<file path="src/rtl/hazard_ctrl.sv">
// Hazard control for a pipelined Y86-style core: tracks the destinations of
// instructions in E, EX2 and M, registers operand-forward selects for the
// datapath, and raises stall/bubble/squash controls for load-use, ret and
// branch-mispredict hazards.
// Build option: define HAZARD_CTRL_EX2_FWD_EN to forward from EX2; without it
// any E dstE dependency is resolved by a one-cycle stall instead.
module hazard_ctrl (
  input  logic       clk,
  input  logic       rst_n,
  input  logic       id_valid,
  input  logic [3:0] id_srcA,
  input  logic [3:0] id_srcB,
  input  logic [3:0] id_dstE,
  input  logic [3:0] id_dstM,
  input  logic       id_isLoad,
  input  logic       id_isRet,
  input  logic       ex_mispredict,
  output logic       apply_ex2_fwd,
  output logic [1:0] apply_mem_fwd,
  output logic       stall_f,
  output logic       stall_d,
  output logic       bubble_d,
  output logic       bubble_e,
  output logic       squash_d
);

  localparam logic [3:0] NoReg = 4'hF;

  typedef struct packed {
    logic       valid;
    logic [3:0] dst_e;
    logic [3:0] dst_m;
    logic       is_load;
  } stage_t;

  localparam stage_t Bubble = '{valid: 1'b0, dst_e: NoReg, dst_m: NoReg, is_load: 1'b0};

  typedef enum logic [1:0] {StRun, StLoadStall, StRetWait} state_t;

  state_t     state_q;
  logic [1:0] ret_cnt_q;
  stage_t     e_q, ex2_q, m_q;
  logic [1:0] mem_fwd_q;

  logic dec_live, e_dst_e_hit, e_dst_m_hit, mem_e_hit, mem_m_hit;
  logic load_use, hazard_lu, take, ret_accept, ret_wait;

  // Register r feeds one of the decode sources; 4'hF never matches.
  function automatic logic src_hit(input logic [3:0] r, input logic [3:0] a,
                                   input logic [3:0] b);
    return (r != NoReg) && ((r == a) || (r == b));
  endfunction

  // Hazard detection and pipeline control for the current decode slot.
  always_comb begin
    ret_wait    = (state_q == StRetWait);
    // Instructions behind an outstanding ret are wrong-path; ignore decode.
    dec_live    = id_valid && !ret_wait;
    e_dst_e_hit = dec_live && e_q.valid && src_hit(e_q.dst_e, id_srcA, id_srcB);
    e_dst_m_hit = dec_live && e_q.valid && src_hit(e_q.dst_m, id_srcA, id_srcB);
    mem_e_hit   = dec_live && ex2_q.valid && src_hit(ex2_q.dst_e, id_srcA, id_srcB);
    mem_m_hit   = dec_live && ex2_q.valid && src_hit(ex2_q.dst_m, id_srcA, id_srcB);
`ifdef HAZARD_CTRL_EX2_FWD_EN
    load_use    = e_dst_m_hit && e_q.is_load;
`else
    // No EX2 path: an ALU result still in E must also wait one cycle.
    load_use    = (e_dst_m_hit && e_q.is_load) || e_dst_e_hit;
`endif
    // Mispredict outranks load-use, which outranks ret acceptance.
    hazard_lu   = load_use && !ex_mispredict;
    take        = dec_live && !ex_mispredict && !hazard_lu;
    ret_accept  = take && id_isRet;

    squash_d    = ex_mispredict;
    bubble_e    = ex_mispredict || hazard_lu;
    stall_d     = hazard_lu;
    stall_f     = !ex_mispredict && (hazard_lu || ret_wait);
    bubble_d    = !ex_mispredict && ret_wait;
  end

  // Shadow pipeline, forward selects and control FSM.
  always_ff @(posedge clk) begin
    if (!rst_n) begin
      state_q   <= StRun;
      ret_cnt_q <= 2'd0;
      e_q       <= Bubble;
      ex2_q     <= Bubble;
      m_q       <= Bubble;
      mem_fwd_q <= 2'b00;
    end else begin
      m_q       <= ex2_q;
      ex2_q     <= e_q;
      e_q       <= take ? '{valid: 1'b1, dst_e: id_dstE, dst_m: id_dstM, is_load: id_isLoad}
                        : Bubble;
      mem_fwd_q <= take ? {mem_e_hit, mem_m_hit} : 2'b00;

      if (ex_mispredict) begin
        state_q   <= StRun;
        ret_cnt_q <= 2'd0;
      end else if (hazard_lu) begin
        state_q <= StLoadStall;
      end else if (ret_accept) begin
        state_q   <= StRetWait;
        ret_cnt_q <= 2'd3;
      end else begin
        unique case (state_q)
          StLoadStall: state_q <= StRun;
          StRetWait: begin
            ret_cnt_q <= ret_cnt_q - 2'd1;
            if (ret_cnt_q <= 2'd1) begin
              state_q   <= StRun;
              ret_cnt_q <= 2'd0;
            end
          end
          default: state_q <= StRun;
        endcase
      end
    end
  end

`ifdef HAZARD_CTRL_EX2_FWD_EN
  logic ex2_fwd_q;

  // EX2 select: the producer now in E will sit in EX2 when decode executes.
  always_ff @(posedge clk) begin
    if (!rst_n) ex2_fwd_q <= 1'b0;
    else        ex2_fwd_q <= take && e_dst_e_hit;
  end

  assign apply_ex2_fwd = ex2_fwd_q;
`else
  assign apply_ex2_fwd = 1'b0;
`endif

  assign apply_mem_fwd = mem_fwd_q;

  // M is tracked for completeness but no select looks at it yet.
  logic unused_shadow;
  assign unused_shadow = ^{m_q, ex2_q.is_load};

endmodule
</file>
<file path="config.mk">
export PLATFORM = sky130hd
export DESIGN_NAME = hazard_ctrl
export DESIGN_NICKNAME = d
export VERILOG_FILES = /design/src/rtl/hazard_ctrl.sv
export SDC_FILE = /design/constraint.sdc
export NUM_CORES = 1
export LEC_CHECK = 0
export ABC_AREA = 1
export BUFFER_PORTS_ARGS = -buffer_cell sky130_fd_sc_hd__buf_4
export CORE_UTILIZATION = 46
export DETAILED_ROUTE_END_ITERATION = 10
export PLACE_DENSITY = 0.82
export SKIP_CTS_REPAIR_TIMING = 1
export SLEW_MARGIN = 20
export SYNTH_ARGS = -nofsm -noshare
export SYNTH_HDL_FRONTEND = slang
export SYNTH_SLANG_ARGS = --single-unit
export TNS_END_PERCENT = 100
</file>
<file path="constraint.sdc">
create_clock -name clk -period 1.3 [get_ports clk]
set_input_delay 0.065 -clock clk [delete_from_list [all_inputs] [get_ports clk]]
set_output_delay 0.065 -clock clk [all_outputs]
set_load 0.05 [all_outputs]
</file>
==> metrics.md <==
| Metric | Value |
|---|---|
| Outcome | complete, but fails checks |
| Violated checks | setup timing |
| Pwr per Cell Area | 736 nW/um^2 |
| Worst skew pair latency | 0.33 ns |
| Critical path fanouts, max | 5 |
| DRC | 0 |
| Crit path cell chain | inv_2, nand2_1, nand2_1, nor2_2, nand2_1, nand2_2, nand2_2, nand2_2, nand2_4, a21oi_4, buf_6 |
| Ys Warns | 0 |
| Top Family by Delay on Critical Path | simple AND/OR/NAND/NOR gates |
| Internal power | 1.06 mW |
| Gate power share | 0.223 |
| Number of max-slew violations in the final report | 0 |
| Clock Tree Buf Depth | 2 |
| Final setup viols | 20 |
| Crit start category | flop |
| CTS tree | yes |
| Clk root buf | clkbuf_4 |
| # rows | 19 |
| FFs w/ async S/R, synth | 0 |
| Die height | between 50 and 60 microns |
| Critical Path Sink Type | primary output |
| Netlist Area Pre-Place | 1340 sq um |
| Fmax | 553 MHz |
| Max-cap violations | 0 |
| Most frequent cells in the layout | nand2_1, buf_4, inv_1 |
| Crit path arrival time | roughly 1.7 ns |
| Setup tns final | -7.16 ns |
| H-tree depth | 1 |
| Critical Setup Path Class | flop to primary output |
| Vias in the first global route | 1,197 |
| HP Class | primary input to flop |
| Total gr overflow | 0 |
| Detailed Routing Iterations Pass 1 | 4 |
| Area grow syn2layout | 49.9% |
| # fillers | approximately 210 |
| Leak | between 1 and 1.5 nW |
| Synthesis-stage register bit count | 25 |
| VDD IR max | between 0.0006 and 0.0007 V |
| Drt wl/cell | 12.5 microns |
| Fin crit period | between 1.5 and 2 ns |
| Setup slack, reg-to-reg | -0.41 ns |
| Switching Share | 0.288 |
| Synthesized netlist cell count | 199 |
| Unrepaired setup endpoints after global routing | true |
| Final #Nets | 287 |
| DRT iter0 DRCs | 44 |
| CTS sink cnt | 25 |
| Via density | between 4 and 5 |
| Final Skew | 0.00560 ns |
| Reg clk slew, reported paths | ~0.14 ns |
| Reg power frac | 0.536 |
| Detailed placement HPWL | 2.31 mm |
| Slowest CP cell | dfxtp_4 |
| Synth Net Count | 221 |
| Most common cell after layout, fill and taps aside | nand2_1 |
| Max incr delay on CP | 0.40 ns |
| Die extent in x | 56.1 microns |
| Switching power | 427 uW |
| Detailed Route WL | 3.70 mm |
| Core area | 2760 sq um |
| Final hold viol count | 0 |
| Commonest register cell after synthesis | dfxtp_1 |
| Inserted Clock Buffers | 3 |
| DP Worst Slack | -0.138 ns |
| # IOs | 30 |
| Clock network power share | 0.242 |
| First-pass GRT wire length | 4.96 mm |
| Routed Antenna Nets | 0 |
| Worst path required time | approximately 1.2 ns |
| Final GP Congestion | 0.856 |
| CP Buf/Inv Count | 2 |
| Syn Area/Cell | slightly below 7 sq um |
| Seq/Total Area, Yosys | 0.372 |
| Via count | 1,457 |
| Min-Delay Startpoint | rst_n |
| Worst setup startpoint | e_q[7] |
| PortBufs | 28 |
| Setup ws final | -0.509 ns |
| Distinct cells, synth | 24 |
| Total Routing Usage GR | 0.201 |
| Fraction of layout cells with a size suffix above 1 | 0.360 |
| Period utilization | 1.39 |
| EDFF count, synth | 0 |
| Largest net degree at the start of global routing | 15 |
| Reg-to-reg startpoint | e_q[7] |
| Ant. Diodes | 0 |
| Initial antenna violation count | 0 |
| Die area | 3140 sq um |
| Initial Util | 0.487 |
-- final timing paths --
| kind | endpoint | cells past startpoint |
|---|---|---|
| min reg2reg | ex2_q[9] | 2 |
| max reg2reg | ret_cnt_q[1] | 15 |
| max | stall_f | 11 |
| min | state_q[0] | 3 |
-- worst reg2reg max path: cells and delay by family (launching register included) --
kind	cells	cell delay [ns]
buffers and inverters	3	0.33
flip-flops	1	0.40
AND/OR/NAND/NOR	12	0.89
-- flip-flops by register name, summed over array words and instances (netlist names) --
name / flops
e_q: 10
ex2_q: 9
apply_mem_fwd: 2
state_q: 2
ret_cnt_q: 2
-- cell usage after synthesis, types with 2 or more instances --
| master | n | area share |
|---|---|---|
| nand2_1 | 77 | 0.22 |
| inv_1 | 27 | 0.075 |
| dfxtp_1 | 25 | 0.37 |
| nor2_1 | 19 | 0.053 |
| xnor2_1 | 8 | 0.052 |
| xor2_1 | 8 | 0.052 |
| or2_1 | 6 | 0.028 |
| nand3_1 | 5 | 0.019 |
| nand4_1 | 3 | 0.014 |
| a41oi_1 | 2 | 0.013 |
| buf_4 | 2 | 0.011 |
| inv_2 | 2 | 0.0056 |
| nand2_2 | 2 | 0.0093 |
| o41ai_1 | 2 | 0.013 |
| or2_2 | 2 | 0.0093 |
-- power groups by stage --
stage,Combinational [mW],Clock [mW],Sequential [mW]
after detailed placement,0.273,0,0.816
after global routing,0.359,0.395,0.797
final,0.330,0.358,0.794
after CTS,0.276,0.356,0.799
after global placement,0.269,0,0.815
after floorplan,0.150,0,0.812
-- cell type report --
cell class              instances  area [sq um]  share of cell area
clock buffers                   3          22.5              0.0112
multi-input cells             142           782               0.388
inverters                      29           111              0.0553
flip-flops and latches         25           520               0.258
well taps                      31          38.8              0.0193
repair buffers                 64           534               0.265
clock inverters                 1          5.00             0.00248
-- routing by layer --
metal  GRT usage  part of all wire  vias up
met3      0.0279             0.046       19
met5           0                 0        -
li1            -                 -      728
met4      0.0871             0.028        0
met1       0.247              0.39      657
met2       0.350              0.54       53
-- stage by stage --
| stage | cells | utilization | total power, mW | area (sq um) | hold WS, ns |
|---|---|---|---|---|---|
| floorplan | 199 | - | 0.963 | 1380 | 0.165 |
| global placement | 275 | 0.635 | 1.08 | 1750 | 0.248 |
| detailed placement | 275 | 0.635 | 1.09 | 1750 | 0.250 |
| CTS | 279 | 0.645 | 1.43 | 1780 | -0.0925 |
| global route | 295 | 0.730 | 1.55 | 2010 | 0.0251 |
| finish | 295 | 0.730 | 1.48 | 2010 | 0.0232 |
-- cells by family (layout without fill, tap and decap cells) --
| logic type | Yosys count | count (layout) | synth area share |
|---|---|---|---|
| compound gates | 6 | 6 | 0.0354 |
| xor+xnor | 16 | 16 | 0.104 |
| buf+inv | 33 | 97 | 0.104 |
| flops | 25 | 25 | 0.372 |
| other cells | 1 | 1 | 0.00279 |
| simple gates | 118 | 119 | 0.381 |
(Power assumes the default switching activity.)
